File: config.mk
export PLATFORM = sky130hd
export DESIGN_NAME = instruction_memory_pipelined
export DESIGN_NICKNAME = d
export VERILOG_FILES = /design/src/rtl/instruction_memory_pipelined.sv
export SDC_FILE = /design/constraint.sdc
export NUM_CORES = 2
export LEC_CHECK = 0
export CAP_MARGIN = 15
export CELL_PAD_IN_SITES_DETAIL_PLACEMENT = 0
export CELL_PAD_IN_SITES_GLOBAL_PLACEMENT = 2
export CORE_ASPECT_RATIO = 0.9
export CORE_MARGIN = 2
export CORE_UTILIZATION = 30
export DETAILED_ROUTE_END_ITERATION = 8
export GPL_TIMING_DRIVEN = 0
export HOLD_SLACK_MARGIN = 0.02
export PLACE_DENSITY = 0.64
export SYNTH_ARGS = -nofsm -noshare
export SYNTH_HDL_FRONTEND = slang
export SYNTH_SLANG_ARGS = --single-unit
File: constraint.sdc
create_clock -name clk_i -period 4.45 [get_ports clk_i]
set_input_delay 0.445 -clock clk_i [delete_from_list [all_inputs] [get_ports clk_i]]
set_output_delay 0.445 -clock clk_i [all_outputs]
set_load 0.01 [all_outputs]
File: src/rtl/instruction_memory_pipelined.sv
// Instruction memory for the fetch stage: INIT sweep to NOP, run-time load port, 1-cycle fetch.
// Optional per-word even parity when IMEM_PARITY_EN is defined (adds parity_err_o).
module instruction_memory_pipelined #(
  parameter int ADDR_WIDTH = 32,
  parameter int DATA_WIDTH = 32,
  parameter int DEPTH      = 64
) (
  input  logic                  clk_i,
  input  logic                  rst_n_i,
  input  logic                  req_valid_i,
  output logic                  req_ready_o,
  input  logic [ADDR_WIDTH-1:0] address_i,
  output logic                  rsp_valid_o,
  input  logic                  rsp_ready_i,
  output logic [DATA_WIDTH-1:0] instruction_o,
  output logic                  misaligned_o,
  output logic                  out_of_range_o,
  input  logic                  load_en_i,
  input  logic [ADDR_WIDTH-1:0] load_addr_i,
  input  logic [DATA_WIDTH-1:0] load_data_i,
  output logic                  init_done_o
`ifdef IMEM_PARITY_EN
  ,
  output logic                  parity_err_o
`endif
);

  localparam int IDX_W = $clog2(DEPTH);

  typedef enum logic {
    ST_INIT = 1'b0,
    ST_RUN  = 1'b1
  } state_e;

  state_e                  state_q;
  logic [IDX_W-1:0]        init_cnt_q;
  logic                    rsp_valid_q;
  logic [DATA_WIDTH-1:0]   instr_q;
  logic                    mis_q;
  logic                    oor_q;
  logic [DATA_WIDTH-1:0]   mem_q [DEPTH];

  logic                    run;
  logic                    init_last;
  logic [IDX_W-1:0]        fetch_idx;
  logic                    fetch_mis;
  logic                    fetch_oor;
  logic                    fetch_acc;
  logic [IDX_W-1:0]        load_idx;
  logic                    load_ok;
  logic                    bypass;
  logic                    wr_en;
  logic [IDX_W-1:0]        wr_idx;
  logic [DATA_WIDTH-1:0]   wr_data;
  logic [DATA_WIDTH-1:0]   raw_word;
  logic                    par_bad;
  logic [DATA_WIDTH-1:0]   rd_data_d;
  logic                    unused_load_lsb;

`ifdef IMEM_PARITY_EN
  logic                    par_q [DEPTH];
  logic                    par_err_q;
  logic                    par_err_d;
`endif

  assign run       = (state_q == ST_RUN);
  assign init_last = (init_cnt_q == IDX_W'(DEPTH - 1));

  assign fetch_idx = address_i[IDX_W+1:2];
  assign fetch_mis = |address_i[1:0];
  assign fetch_oor = (address_i >> (IDX_W + 2)) != '0;

  assign load_idx        = load_addr_i[IDX_W+1:2];
  assign load_ok         = (load_addr_i >> (IDX_W + 2)) == '0;
  assign unused_load_lsb = ^load_addr_i[1:0];

  // Single output register: a new request may enter in the same cycle the held one drains.
  assign req_ready_o = run && (!rsp_valid_q || rsp_ready_i);
  assign fetch_acc   = req_valid_i && req_ready_o;

  assign wr_en   = run ? (load_en_i && load_ok) : 1'b1;
  assign wr_idx  = run ? load_idx : init_cnt_q;
  assign wr_data = run ? load_data_i : '0;
  assign bypass  = run && load_en_i && load_ok && (load_idx == fetch_idx);

  always_comb begin
    raw_word = bypass ? load_data_i : mem_q[fetch_idx];
    par_bad  = 1'b0;
`ifdef IMEM_PARITY_EN
    if (!bypass) begin
      par_bad = (par_q[fetch_idx] != ^mem_q[fetch_idx]);
    end
    par_err_d = !fetch_mis && !fetch_oor && par_bad;
`endif
    rd_data_d = (fetch_mis || fetch_oor || par_bad) ? '0 : raw_word;
  end

  always_ff @(posedge clk_i) begin
    if (wr_en) begin
      mem_q[wr_idx] <= wr_data;
`ifdef IMEM_PARITY_EN
      par_q[wr_idx] <= ^wr_data;
`endif
    end
  end

  always_ff @(posedge clk_i or negedge rst_n_i) begin
    if (!rst_n_i) begin
      state_q     <= ST_INIT;
      init_cnt_q  <= '0;
      rsp_valid_q <= 1'b0;
      instr_q     <= '0;
      mis_q       <= 1'b0;
      oor_q       <= 1'b0;
`ifdef IMEM_PARITY_EN
      par_err_q   <= 1'b0;
`endif
    end else begin
      case (state_q)
        ST_INIT: begin
          init_cnt_q <= init_cnt_q + IDX_W'(1);
          if (init_last) begin
            state_q <= ST_RUN;
          end
        end
        ST_RUN: begin
          if (fetch_acc) begin
            rsp_valid_q <= 1'b1;
            instr_q     <= rd_data_d;
            mis_q       <= fetch_mis;
            oor_q       <= fetch_oor;
`ifdef IMEM_PARITY_EN
            par_err_q   <= par_err_d;
`endif
          end else if (rsp_ready_i) begin
            rsp_valid_q <= 1'b0;
          end
        end
        default: state_q <= ST_INIT;
      endcase
    end
  end

  assign rsp_valid_o    = rsp_valid_q;
  assign instruction_o  = instr_q;
  assign misaligned_o   = mis_q;
  assign out_of_range_o = oor_q;
  assign init_done_o    = run;
`ifdef IMEM_PARITY_EN
  assign parity_err_o   = par_err_q;
`endif

endmodule
# ---- Word level (Yosys, flattened, before mapping)
# Memories as Yosys holds them, arrays and structs flattened.
# Cells that the tools add are included.
dict set report totals {
  mem_count 1
  out_inout_bits 37
  reg_bits 42
  input_bits 101
  elab_cells 36
  mem_bits_rw 2048
}
# memory words width rd rd_ports_with_merged_regs wr line
set memory_table {}
lappend memory_table {mem_q 64 32 1 0 1 41} ;# logic [DATA_WIDTH-1:0] mem_q [DEPTH];
dict set report classes {
  mux 11
  reduce_logical 15
  addsub 1
  n_eq_ne 2
}
# operator n
set op_table {}
lappend op_table {{$mux W32} 3}
lappend op_table {{$logic_not A32 Y1} 1}
lappend op_table {{$reduce_bool A32 Y1} 1}
lappend op_table {{$mux W1} 7}
lappend op_table {{$add A6 B1 Y6 const B} 1}
lappend op_table {{$eq A6 B6 Y1} 1}
lappend op_table {{$eq A6 B6 Y1 const B} 1}
lappend op_table {{$logic_and A1 B1 Y1} 6}
lappend op_table {{$mux W6} 1}
lappend op_table {{$reduce_and A2 Y1} 2}
lappend op_table {{$logic_or A1 B1 Y1} 2}
lappend op_table {{$reduce_bool A2 Y1} 1}
lappend op_table {{$reduce_or A2 Y1} 1}
lappend op_table {{$logic_not A1 Y1} 1}

# ---- Longest topological paths before layout
dict set report logic_depth {
  ltp_word 6
  mapped_depth 12
  mapped_depth_nobuf 7
}

# ---- Worst setup path after synthesis
# OpenSTA, ideal clock, no wires.
dict set report synth_timing {
  path_kind {input -> register}
  from {in load_addr_i[9]}
  to {mem mem_q[10][0] (enable)}
  setup_slack_ps 980
  path_stages 6
  required_time_ps 4029
  arrival_time_ps 3048
  setup_time_ps 421
  path_buffers 0
  path_cell_list {nor4b_1 nand4_1 or2_2 o22ai_1 nand2_1 nor2_1}
}
dict set report synth_via {
  elab_chain_cells 5
}
# item line
set synth_lines {}
lappend synth_lines {{from (decl)} 19} ;# input logic [ADDR_WIDTH-1:0] load_addr_i,
lappend synth_lines {{$logic_not A32 Y1} 74} ;# assign load_ok = (load_addr_i >> (IDX_W + 2)) == '0;
lappend synth_lines {{$logic_and A1 B1 Y1} 81} ;# assign wr_en = run ? (load_en_i && load_ok) : 1'b1;
lappend synth_lines {{$mux W1} 81}
lappend synth_lines {{$mux W1} 99} ;# if (wr_en) begin
lappend synth_lines {{$mux W1 (not written as such)} 100} ;# mem_q[wr_idx] <= wr_data;
lappend synth_lines {{to (decl)} 41}
# No other way between the ends.

# ---- Worst setup path in the final report
dict set report layout_timing {
  from {in address_i[5]}
  to {reg instr_q[13], in the netlist instruction_o[13]}
}
dict set report layout_via {
  elab_chain_cells 4
  elab_cells_between_ends 5
  cone_classes {1 x eq/ne; 2 x mux; 1 x reduce/logical; 1 x memory}
}
# item line
set layout_lines {}
lappend layout_lines {{from (decl)} 12} ;# input logic [ADDR_WIDTH-1:0] address_i,
lappend layout_lines {{parallel branches: the longest is 2 deep, another holds $mem_v2 Z64 W32} n/a}
lappend layout_lines {{$mux W32 (*)} 87} ;# raw_word = bypass ? load_data_i : mem_q[fetch_idx];
lappend layout_lines {{$mux W32 (*)} 95} ;# rd_data_d = (fetch_mis || fetch_oor || par_bad) ? '0 : raw_word;
lappend layout_lines {{to (signal assigned)} 129} ;# instr_q <= rd_data_d;
lappend layout_lines {{to (decl)} 38} ;# logic [DATA_WIDTH-1:0] instr_q;
# Mark *: on every way between the ends.
# A chain may end at the register's enable or synchronous reset.

==> impl_metrics.toml <==
[worst_setup_path]
reg2reg_from = "init_done_o"
rrSetupSlack_ns = 0.05
cpMaxStageDelayCell = "buf_2"
timing.rr.end = "instruction_o[6]"
crit_buf_inv = 5
reg2regPathDepth = 7
critPathCaptureType = "register"
critPathLaunch = "address_i[5]"
crit_chain = "clkdlybuf4s50_1, inv_2, buf_2, clkbuf_4, clkbuf_1, a221oi_1, o21ai_0, nand3_1, o211ai_1, o21ai_1"
slowest_delay_ns = 0.80
cp.depth = 10
path_class = "input pin to register"
worstPathArrival_ns = 5.27
cp_top_family = "buffers and inverters"
required_ns = 5.17
start_kind = "input pin"
setup.worst_path.end = "instruction_o[13]"
critPathMaxFanout = 10

[logic_synthesis]
synth_fa_ha_area_share_pct = 0.0153
syn_area_per_cell_um2 = 21.3
synth_top_cell_area_share_pct = 75.1
ys_warn_count = 0
synth_seq_area_share_pct = 76.4
synth_compound_area_share_pct = 3.80
synth_seq_cells = 2090
synth_top_family_by_area = "multiplexers"
synth-main-ff-cell = "edfxtp_1"
syn_inst = 3854
yosys.area.top_type = "edfxtp_1"
synthArstFlopShare_pct = 2.01
synth.distinct_cells = 72
synthesis.area_um2 = 81900
synthSimpleGateAreaFrac_pct = 2.23
synth_area_leaders = "edfxtp_1, mux4_2, mux2i_1, dfrtp_1, mux4_1"
synth.area.mux_share_pct = 15.1
synthXorXnorAreaFrac_pct = 0.118
syn_nets = 3956
synth_edf_count = 2048

[cells_and_area]
utilization_pct = 36.4
mostFrequentLayoutCells = "edfxtp_1, mux4_2, mux2i_1, clkbuf_16, buf_12"
layout-drive-gt1-share_pct = 25.3
fin_nets = 4485
final_common_cell = "edfxtp_1"
synthToLayoutAreaGrowth_pct = 20.3
fin_area_um2 = 98500
fillers = 24700

[power]
p_per_area_nw_per_um2 = 409
power_leakage_nw = 26.3
irDropWorstVdd_mv = 0.415
power_mw = 40.3

[route]
drtAntennaViolNets = 0
wl_per_cell_um = 43.4
drc_errors = 0
dr_total_vias = 48200
vias_per_cell = 5.92
drt_iter0_markers = 9724
wirelength_um = 353000
firstDrtPassIters = 8

[global_routing]
grt_pass1_vias = 44500
grt_max_degree = 65
grt_overflow = 0
grt_usage_pct = 25.0
antenna_found_initial = 35
grt_pass1_wl_um = 451000

[timing]
post-route-min-period_ns = 4.55
slew_headroom_pct = 10.5
slew_violations = 0
skew_ns = 0.0392
setup_viol = 2
finalSetupTns_ns = -0.205
fmax_mhz = 220
hold-worst-slack_ns = 0.0655
final-hold-violation-count = 0
rsz0062_at_grt = "no"
setup_ws_ns = -0.104
tightest_slew_ns = 1.34
post-route-period-util_pct = 102

[placement]
place.gp.congestion = 0.852
io_buffers = 130
place_area_um2 = 92000
dp_hpwl_um = 238000

[clock_network]
htree_levels = 4
cts_buffers = 210
clkSinkCount = 2090
cts-root-buf = "clkbuf_16"
cts.reportedPaths.clkPinSlew_ns = 0.06
clk_latency_ns = 0.87
clk_path_buf_depth = 3
cts_tree = "done"

[worst_hold_path]
hp-class = "input pin to asynchronous set/reset pin"

[die]
core-area_um2 = 271000
dieHeight_um = 500
start_util_pct = 30.2
rows = 181
io_pins = 138
dieArea_um2 = 277000
die_w_um = 555

[run_status]
violations = "setup timing"
status = "complete, but fails checks"

[flow_run]
drv_cap = 0
## metal layers
layer | part of all wire [%] | global-route usage [%]
met1 | 38 | 33.6
met2 | 44 | 37.7
met3 | 13 | 7.23
met4 | 4.9 | 10.7
met5 | 0.022 | 0
## power breakdown
part           total, mW  switching (mW)  internal [mW]
Sequential          21.3               0           21.3
Clock               17.3            7.75           9.57
Combinational       1.74            1.22          0.515
Total               40.3            8.97           31.4
## cells by family (layout without fill, tap and decap cells)
group | after synthesis | in the layout
AOI/OAI and AO/OA | 435 | 435
muxes | 703 | 703
buffers and inverters | 231 | 935
and+or+nand+nor | 383 | 383
xor gates and xnor gates | 11 | 11
other | 0 | 10
adders and majority gates | 1 | 1
DFF | 2090 | 2090
## cells in the mapped netlist (13+ instances only)
| cell | number |
|---|---|
| nand2_1 | 84 |
| mux2i_1 | 268 |
| nor2b_1 | 13 |
| buf_8 | 25 |
| o21ai_0 | 71 |
| nor3_1 | 29 |
| buf_12 | 19 |
| o22ai_1 | 16 |
| nand2b_1 | 19 |
| mux2_2 | 21 |
| and2_1 | 36 |
| clkbuf_1 | 48 |
| mux4_2 | 374 |
| a21oi_1 | 51 |
| a221o_1 | 18 |
| buf_6 | 28 |
| o211ai_1 | 14 |
| a31oi_1 | 20 |
| edfxtp_1 | 2048 |
| mux4_1 | 40 |
| a221oi_1 | 80 |
| dfrtp_1 | 42 |
| a22oi_1 | 73 |
| nor2_1 | 126 |
| o221ai_1 | 13 |
| nor4_1 | 16 |
| nand3_1 | 24 |
| o21ai_1 | 17 |
| buf_2 | 62 |
## metrics by stage
stage                     std cells  setup WS [ns]
after floorplan                3854          0.980
after global placement         7552          -4.11
after detailed placement       7735         -0.848
after CTS                      8123         0.0322
after global routing           8126         0.0826
final                          8136         -0.104
## final cells by class
type                       count  area (um^2)  share of cell area (%)
inverter                      11         41.3                  0.0419
multi-input combinational   1533        18000                    18.2
antenna                       10         25.0                  0.0254
clock buffer                 274         5630                    5.71
timing repair buffer         317         5090                    5.17
buffer                       220         1890                    1.92
sequential                  2090        62600                    63.5
tap                         3568         4460                    4.53
clock inverter               113          885                   0.898
## what timing repair did
item	CTS	global route
hold buffers	1	0
setup buffers	0	0
endpoints found under the setup margin	0	2
endpoints found under the hold margin	42	0
resized for setup	0	2
## sequential cells by signal, indices dropped and copies added (netlist names)
| register | cells |
|---|---|
| init_cnt_q | 6 |
| init_done_o | 1 |
| instruction_o | 32 |
| mem_q | 2048 |
| misaligned_o | 1 |
| out_of_range_o | 1 |
| rsp_valid_o | 1 |
## worst min-delay path by stage
stage | endpoint | depth (start not counted) | slack, ns | start
global placement | instruction_o[10] | 2 | 0.47 | instruction_o[10]
CTS | instruction_o[2] | 2 | 0.04 | rst_n_i
global route | instruction_o[9] | 2 | 0.04 | rst_n_i
floorplan | init_cnt_q[0] | 0 | 0.15 | rst_n_i
detailed placement | instruction_o[5] | 1 | 0.38 | rst_n_i
finish | instruction_o[5] | 2 | 0.07 | rst_n_i
(Power assumes the default switching activity.)
